`config.mk`:
```
export PLATFORM = sky130hd
export DESIGN_NAME = hazard_scoreboard
export DESIGN_NICKNAME = d
export VERILOG_FILES = /design/src/rtl/hazard_pkg.sv /design/src/rtl/mdu_scoreboard.sv /design/src/rtl/hazard_scoreboard.sv
export SDC_FILE = /design/constraint.sdc
export NUM_CORES = 1
export LEC_CHECK = 0
export BUFFER_PORTS_ARGS = -buffer_cell sky130_fd_sc_hd__clkbuf_2
export CELL_PAD_IN_SITES_DETAIL_PLACEMENT = 0
export CELL_PAD_IN_SITES_GLOBAL_PLACEMENT = 1
export CORE_MARGIN = 2
export CORE_UTILIZATION = 38
export CTS_CLUSTER_SIZE = 12
export DETAILED_ROUTE_END_ITERATION = 16
export PLACE_DENSITY_LB_ADDON = 0.12
export SYNTH_ARGS = -nofsm -noshare
export SYNTH_HDL_FRONTEND = slang
export SYNTH_SLANG_ARGS = --single-unit
```
`constraint.sdc`:
```
create_clock -name clk -period 4 [get_ports clk]
set_input_delay 0.2 -clock clk [delete_from_list [all_inputs] [get_ports clk]]
set_output_delay 0.2 -clock clk [all_outputs]
set_load 0.03 [all_outputs]
```
`src/rtl/hazard_pkg.sv`:
```
// hazard_pkg: forward-select codes and scoreboard state shared by the hazard unit
package hazard_pkg;
  localparam logic [1:0] FWD_RF = 2'b00;
  localparam logic [1:0] FWD_W  = 2'b01;
  localparam logic [1:0] FWD_M  = 2'b10;
  typedef enum logic {IDLE, BUSY} sb_state_t;
endpackage

```
`src/rtl/mdu_scoreboard.sv`:
```
// mdu_scoreboard: tracks one in-flight multi-cycle MDU op, its destination and protocol errors
module mdu_scoreboard
  import hazard_pkg::*;
#(
  parameter int AW      = 5,
  parameter int MDU_LAT = 4
) (
  input  logic          clk,
  input  logic          rst_n,
  input  logic          start,
  input  logic [AW-1:0] dst_in,
  output logic          busy,
  output logic          done,
  output logic          err,
  output logic [AW-1:0] dst,
  output logic [3:0]    cnt
);
  sb_state_t state;
  // accept a start when idle, count down while busy, flag starts that arrive while busy
  always_ff @(posedge clk or negedge rst_n)
    if (!rst_n) begin
      state <= IDLE;
      cnt   <= '0;
      dst   <= '0;
      busy  <= 1'b0;
      done  <= 1'b0;
      err   <= 1'b0;
    end else
      case (state)
        IDLE: if (start) begin
          state <= BUSY;
          cnt   <= 4'(MDU_LAT);
          dst   <= dst_in;
          busy  <= 1'b1;
        end
        BUSY: begin
          cnt  <= cnt - 4'd1;
          done <= cnt == 4'd2;
          err  <= err | start;
          if (cnt == 4'd1) begin
            state <= IDLE;
            busy  <= 1'b0;
          end
        end
      endcase
endmodule

```
`src/rtl/hazard_scoreboard.sv`:
```
// hazard_scoreboard: forwarding selects, pipeline stalls and MDU scoreboard for a 5-stage pipeline
module hazard_scoreboard
  import hazard_pkg::*;
#(
  parameter int AW      = 5,
  parameter int MDU_LAT = 4,
  parameter int CNT_W   = 16
) (
  input  logic             clk,
  input  logic             rst_n,
  input  logic [AW-1:0]    ra_d,
  input  logic [AW-1:0]    rb_d,
  input  logic [AW-1:0]    wr_reg_d,
  input  logic             reg_write_d,
  input  logic             mdu_op_d,
  input  logic [AW-1:0]    ra_e,
  input  logic [AW-1:0]    rb_e,
  input  logic [AW-1:0]    wr_reg_e,
  input  logic             reg_write_e,
  input  logic             mem_to_reg_e,
  input  logic             mdu_start_e,
  input  logic [AW-1:0]    wr_reg_m,
  input  logic [AW-1:0]    wr_reg_w,
  input  logic             reg_write_m,
  input  logic             mem_to_reg_m,
  input  logic             reg_write_w,
  input  logic             branch_d,
  input  logic             clr_cnt,
  output logic             stall_f,
  output logic             stall_d,
  output logic             flush_e,
  output logic [1:0]       fwd_a_e,
  output logic [1:0]       fwd_b_e,
  output logic             fwd_a_d,
  output logic             fwd_b_d,
  output logic             mdu_busy,
  output logic             mdu_done,
  output logic             mdu_err,
  output logic [AW-1:0]    mdu_dst,
  output logic [CNT_W-1:0] stall_cnt
);
  logic [3:0] cnt;
  logic wm, ww, we, lw_stall, br_stall, raw_stall, struct_stall, stall;
  assign wm = reg_write_m && wr_reg_m != '0;
  assign ww = reg_write_w && wr_reg_w != '0;
  assign we = wr_reg_e != '0;
  assign fwd_a_e = (wm && wr_reg_m == ra_e) ? FWD_M : (ww && wr_reg_w == ra_e) ? FWD_W : FWD_RF;
  assign fwd_b_e = (wm && wr_reg_m == rb_e) ? FWD_M : (ww && wr_reg_w == rb_e) ? FWD_W : FWD_RF;
  assign fwd_a_d = wm && wr_reg_m == ra_d;
  assign fwd_b_d = wm && wr_reg_m == rb_d;
  assign lw_stall = mem_to_reg_e && we && (wr_reg_e == ra_d || wr_reg_e == rb_d);
  assign br_stall = branch_d &&
    ((reg_write_e && we && (wr_reg_e == ra_d || wr_reg_e == rb_d)) ||
     (mem_to_reg_m && wr_reg_m != '0 && (wr_reg_m == ra_d || wr_reg_m == rb_d)));
  assign raw_stall = mdu_busy && mdu_dst != '0 &&
    (ra_d == mdu_dst || rb_d == mdu_dst || (reg_write_d && wr_reg_d == mdu_dst));
  assign struct_stall = mdu_busy && mdu_op_d && cnt != 4'd1;
  assign stall   = lw_stall || br_stall || raw_stall || struct_stall;
  assign stall_f = stall;
  assign stall_d = stall;
  assign flush_e = stall;
  mdu_scoreboard #(.AW(AW), .MDU_LAT(MDU_LAT)) u_sb (
    .clk    (clk),
    .rst_n  (rst_n),
    .start  (mdu_start_e),
    .dst_in (wr_reg_e),
    .busy   (mdu_busy),
    .done   (mdu_done),
    .err    (mdu_err),
    .dst    (mdu_dst),
    .cnt    (cnt)
  );
  // saturating count of stalled cycles; clear wins over increment
  always_ff @(posedge clk or negedge rst_n)
    if (!rst_n) stall_cnt <= '0;
    else stall_cnt <= clr_cnt ? '0 : (stall && stall_cnt != '1) ? stall_cnt + 1'b1 : stall_cnt;
endmodule

```
==> flow_summary.toml, run 1 <==
[layout]
drive_above_1_share_pct = 30.9
utilization_pct = 49.9
nets = 385
area_delta_synth_final_pct = 26.0
n_antenna_cell = 0

[floorplan]
placementRows = 27
die_h_um = 80.3
dieArea_sq_um = 6440
ios = 85
start_util_pct = 39.6
coreArea_sq_um = 5570
die_x_um = 80.3

[power]
comb_power_share_pct = 42.7
p_per_area_nw_per_um2 = 498
p_sw_w = 0.000588
power_frac_seq_pct = 34.0
ir_drop_v = 0.000309
p_leak_nw = 1.24
netSwitchingFraction_pct = 42.4
p_total_w = 0.00139
power.internal_w = 0.000799
clkPwrFrac_pct = 23.3

[critical_path]
cp-end-kind = "output pin"
max_stage_delay_ns = 0.59
required_ns = 3.80
critPathLaunchType = "flip-flop"
cpMaxStageDelayCell = "or4_1"
crit_chain = "or4_1 > o21ai_2 > a31oi_4 > nor3_2 > inv_1 > clkbuf_2"
cp_top_family = "simple AND/OR/NAND/NOR gates"
worstSetupPathType = "flip-flop to output pin"
critPathArrivalTime_ns = 2.36
crit_buf_inv = 2
cp_max_fo = 10

[logic_synthesis]
yosys_warnings = 0
ys_seq_elements = 29
netlist_instances = 249
synth-seq-area-share_pct = 32.8
synth.cell_area_sq_um = 2210
syn_area_per_cell_sq_um = 8.87
synth_edf_count = 0
synth_top_area_share_pct = 32.8
synth.distinct_cells = 40
async_flop_share_pct = 100
yosysTopAreaCell = "dfrtp_1"
synth_ff_type = "dfrtp_1"
syn_nets = 305
synthTopCellsByArea = "dfrtp_1 33%, xor2_1 13%, xnor2_1 9.9%, nand3_1 3.6%, a21oi_1 3.2%"

[grt]
grt_max_degree = 30
grt_pass1_vias = 1951
grt_pass1_wl_um = 9520
grt_overflow = 0
grt_usage_pct = 19.1
grt_antenna_before_repair = 0

[clocking]
clock-sinks = 29
holdBufCountCts = 0
clk_latency_ns = 0.28
max-clock-path-buffers = 2
cts_resized = 0
path_clk_slew_ns = 0.07
cts-htree-levels = 2
cts_buffers = 5
post_cts_buffers = 0
cts-root-buf = "clkbuf_8"
tritoncts = "done"

[drt]
wl_per_cell_um = 14.4
drc = 0
detail-route-antenna-nets = 0
drtIter0Drc = 56
vias_per_cell = 5.23
routed_wl_um = 5780
drtPass1Iterations = 4
routed-via-count = 2102

[sta]
fin_ws_ns = 1.44
period_minus_slack_ns = 2.56
hold_viol = 8
rsz0062_at_grt = "false"
final.setup.tns_ns = 0
fin_skew_ns = 0.00694
post-route-period-util_pct = 63.9
fin_hold_ws_ns = -0.0115
max-slew-margin-rel_pct = 47.0
worstMarginPinSlew_ns = 0.795
setup_viol = 0
max_freq_ghz = 0.391
slew_viol_final = 0

[outcome]
status = "finished, violations left"
failed_checks = "negative hold slack"

[hold_path]
min_path_type = "primary input to asynchronous set/reset pin"

[placement]
io_buffer_count = 84
hpwlAfterDp_um = 4460
gp_congestion = 0.775
pre_cts_ws_ns = 1.53

[flow_run]
cap_violations = 0
-- routing by layer --
layer | vias up | routed length, um | part of all wire [%] | track usage (%)
li1 | 1050 | - | - | -
met1 | 1002 | 2670 | 46 | 25.5
met2 | 46 | 2810 | 49 | 31.4
met3 | 4 | 242 | 4.2 | 3.82
met4 | 0 | 51 | 0.88 | 5.25
met5 | - | 0 | 0 | 0
-- power groups by stage --
stage	Sequential (W)	Clock, W	Combinational, W
after floorplan	0.000525	0	0.000390
after global placement	0.000472	0	0.000589
after detailed placement	0.000475	0	0.000600
after CTS	0.000471	0.000332	0.000600
after global routing	0.000488	0.000346	0.000658
final	0.000472	0.000323	0.000592
-- worst paths after layout --
kind | cells after the start | startpoint | end | slack (ns)
max reg2reg | 6 | u_sb.dst[1] | stall_cnt[13] | 1.55
min | 1 | rst_n | stall_cnt[3] | -0.01
min reg2reg | 1 | u_sb.err | u_sb.err | 0.46
max in group asynchronous | 1 | rst_n | u_sb.dst[0] | 3.50
max | 6 | u_sb.dst[1] | flush_e | 1.44
min in group clk | 2 | mdu_start_e | u_sb.cnt[1] | 0.20
-- logic make-up (layout without fill, tap and decap cells) --
family	after synthesis	after routing	synth area share, %
XOR/XNOR	57	57	22.6
AND/OR/NAND/NOR	91	91	22.1
AO/OA/AOI/OAI	41	41	12.5
multiplexers	8	8	4.02
adder cells (fa/ha/maj)	4	4	2.27
buffers and inverters	19	100	3.74
flip-flops	29	29	32.8
-- worst reg2reg max path, stage by stage (launching register included) --
cell and delay (ns):
dfrtp_1 0.45, or4_1 0.59, o21ai_2 0.18, a31oi_4 0.06, o31ai_4 0.57, nor4_1 0.16
mux2_1 0.33
-- flip-flops by register name, summed over array words and instances (netlist names) --
name and flops:
u_sb.err 1, u_sb.state 1, u_sb.cnt 4, u_sb.busy 1
stall_cnt 16, u_sb.dst 5, u_sb.done 1
-- cell usage after synthesis, types with 2 or more instances --
library cell	instances
a21o_1	2
a21oi_1	14
a31oi_1	2
and3_1	2
buf_4	3
clkbuf_1	7
dfrtp_1	29
ha_1	4
inv_1	8
mux2_1	2
mux2_2	5
nand2_1	15
nand2b_1	3
nand3_1	16
nand4_1	4
nor2_1	15
nor2b_1	2
nor3_1	9
nor4_1	6
o21ai_0	5
o21ai_1	6
o31ai_1	4
or3_1	8
or4_1	7
xnor2_1	25
xor2_1	32
-- final cells by class --
type,instances,area (sq um)
clock buffer,7,86.3
clock inverter,1,30.0
fill,578,2790
inverter,8,30.0
multi-input combinational,201,1400
sequential,29,726
tap,72,90.1
timing repair buffer,84,420
-- stage by stage --
step                cells  instance area [sq um]
finish                402                   2780
global route          402                   2780
CTS                   402                   2780
detailed placement    394                   2670
global placement      394                   2670
floorplan             249                   2210
-- layout by cell type, fill, tap and decap left out, drive strengths merged --
cell type   n
nor4b       1
dfrtp      29
a211oi      1
nand2b      3
nand4       4
or4         7
a31oi       3
o41ai       1
o22ai       1
nor4        7
nand3      16
clkbuf     91
or3         8
a21o        2
xor2       32
nand2      15
nor2b       2
bufinv      1
mux2        7
nor2       15
or4b        1
ha          4
nor3       10
o21ai      12
a21oi      15
inv         8
mux2i       1
a32o        1
and3        2
xnor2      25
o31ai       5
(Power assumes the default switching activity.)
==> run 2, diff against run 1 <==
ABC_AREA = 1   (was not set)
CORE_UTILIZATION = 35   (was 38)
clock period = 2.6 ns   (was 4 ns; I/O delays follow)
==> flow_summary.toml, run 2 <==
[outcome]
status = "complete, no violations"

[clocking]
cts-root-buf = "clkbuf_8"
clk_latency_ns = 0.28
tritoncts = "done"
clock-sinks = 29
path_clk_slew_ns = 0.07
cts_buffers = 5
cts-htree-levels = 2
max-clock-path-buffers = 2
cts_resized = 0

[critical_path]
critPathArrivalTime_ns = 2.01
r2r_start = "stall_cnt[0]"
required_ns = 2.47
cp_max_fo = 20
critPathLaunchType = "flip-flop"
worstSetupPathType = "flip-flop to output pin"
r2r_cells = 9
reg2reg_to = "stall_cnt[10]"
cp-end-kind = "output pin"
ff2ff_setup_slack_ns = 0.56

[drt]
drc = 0
detail-route-antenna-nets = 0
routed-via-count = 2527
vias_per_cell = 4.56
drtIter0Drc = 75
wl_per_cell_um = 11.8
drtPass1Iterations = 4
routed_wl_um = 6560

[sta]
rsz0062_at_grt = "false"
hold_viol = 0
post-route-period-util_pct = 82.3
period_minus_slack_ns = 2.14
worstMarginPinSlew_ns = 0.890
fin_skew_ns = 0.0134
slew_viol_final = 0
fin_hold_ws_ns = 0.104
setup_viol = 0
final.setup.tns_ns = 0
fin_ws_ns = 0.460
max_freq_ghz = 0.467
max-slew-margin-rel_pct = 40.6

[layout]
layout_commonest_cell = "nand2_1"
fillers = 803
nets = 513
fin_area_sq_um = 3100
largestRegisters = "stall_cnt (16), u_sb.dst (5), u_sb.cnt (4)"
multi_input_area_sq_um = 1520
n_antenna_cell = 0
ff_latch_area_sq_um = 726
area_delta_synth_final_pct = 22.6
largest_register_ffs = 16
largest_register = "stall_cnt"
drive_above_1_share_pct = 23.6
final_cell_mix = "111 x nand2_1, 84 x clkbuf_2, 44 x inv_1"

[logic_synthesis]
synth_edf_count = 0
yosysTopAreaCell = "dfrtp_1"
synthTopCellsByArea = "dfrtp_1 29%, nand2_1 16%, xor2_1 9.0%, xnor2_1 7.3%, nand3_1 6.9%"
yosys_warnings = 0
async_flop_share_pct = 100
synth_ff_type = "dfrtp_1"
synth_commonest_cells = "111 x nand2_1, 44 x inv_1, 35 x nand3_1, 35 x nor2_1, 29 x dfrtp_1"
yosys.area_share.adder_pct = 1.98
synth.distinct_cells = 29
synth-seq-area-share_pct = 28.7
synth_top_area_share_pct = 28.7
synth-simple-area-share_pct = 38.2
syn_nets = 435
synth.most_common_cell = "nand2_1"
synthXorXnorAreaFrac_pct = 16.3
synthMuxAreaShare_pct = 0
synth_top_family_by_area = "simple AND/OR/NAND/NOR gates"
synth_compound_area_share_pct = 3.66
ys_seq_elements = 29
syn_area_per_cell_sq_um = 6.67
synth.cell_area_sq_um = 2530
netlist_instances = 379

[floorplan]
coreArea_sq_um = 6910
ios = 85
dieArea_sq_um = 7920
die_h_um = 89
die_x_um = 89
start_util_pct = 36.6
placementRows = 30

[power]
ir_drop_v = 0.000354
p_per_area_nw_per_um2 = 678
p_leak_nw = 1.84

[hold_path]
hold_depth = 3
min_to = "u_sb.err"
min_path_type = "primary input to flip-flop"
hold_start = "mdu_start_e"

[placement]
place_area_sq_um = 2990
hpwlAfterDp_um = 5180
io_buffer_count = 84
gp_congestion = 0.796
pre_cts_ws_ns = 0.540

[flow_run]
cap_violations = 0

[grt]
grt_usage_pct = 17.3
grt_max_degree = 33
grt_pass1_vias = 2313
grt_antenna_before_repair = 0
grt_pass1_wl_um = 10900
grt_overflow = 0
## run 2: changes by cell type in the layout (fill, tap and decap cells not counted), sizes merged, moves of 8 or more
cell	before	now
nand2	15	114
inv	8	54
nor2	15	35
nand3	16	35
nand4	4	21
a21oi	15	1
or3	8	0
## run 2: metrics by stage
stage / total power, W / util (%) / cells
after detailed placement: 0.00170 / 43.3 / 545
final: 0.00210 / 44.9 / 554
after global routing: 0.00228 / 44.9 / 554
after floorplan: 0.00144 / - / 379
after CTS: 0.00213 / 44.9 / 554
after global placement: 0.00169 / 43.3 / 545
## run 2: worst max-delay path, cell delays in order (launching register included)
cell and delay (ns):
dfrtp_1 0.48, inv_2 0.07, nand2_1 0.06, nand2_1 0.05
nor2_1 0.12, nand3_1 0.09, nand3_1 0.10, nand2_1 0.06
inv_1 0.06, nor2_1 0.04, nand2_2 0.31, clkbuf_2 0.28
## run 2: routing by layer
| layer | routed length, um | vias to the layer above | GRT usage, % |
|---|---|---|---|
| met3 | 350 | 2 | 3.14 |
| met5 | 0 | - | 0 |
| met1 | 3210 | 1119 | 24.0 |
| met2 | 2970 | 61 | 28.3 |
| li1 | - | 1345 | - |
| met4 | 33 | 0 | 3.66 |
## run 2: final cells by class
cell class	count	area share, %
clock buffer	7	3.11
clock inverter	1	0.161
inverter	54	6.54
multi-input combinational	282	49.0
sequential	29	23.4
tap	96	3.87
timing repair buffer	85	13.9
## run 2: cell families (layout without fill, tap and decap cells)
| logic type | count (synthesis) | in the layout |
|---|---|---|
| buffers and inverters | 68 | 147 |
| flip-flops | 29 | 29 |
| AND/OR/NAND/NOR | 215 | 215 |
| AO/OA/AOI/OAI | 16 | 16 |
| adder cells (fa/ha/maj) | 4 | 4 |
| XOR/XNOR | 47 | 47 |
## run 2: where the power goes
group          internal [W]  switching (W)  total (W)
clock network      0.000239       0.000172   0.000411
registers          0.000559       0.000133   0.000693
logic              0.000319       0.000680   0.000999
total               0.00112       0.000985    0.00210
## run 2: timing repair
action | 4_1_cts | 5_1_grt
buffers inserted | 0 | 0
hold buffers | 1 | 0
hold endpoints to repair | 29 | 0
## run 2: worst max-delay path by stage
stage                      start  depth (start not counted)  slack [ns]      endpoint
global route         u_sb.dst[4]                         11        0.25       stall_d
finish               u_sb.dst[4]                         11        0.46       stall_d
global placement    stall_cnt[1]                          9        0.63  stall_cnt[0]
floorplan            wr_reg_m[2]                          6        0.53    fwd_a_e[0]
CTS                  u_sb.dst[4]                         11        0.46       stall_d
detailed placement  stall_cnt[0]                          9        0.54  stall_cnt[3]
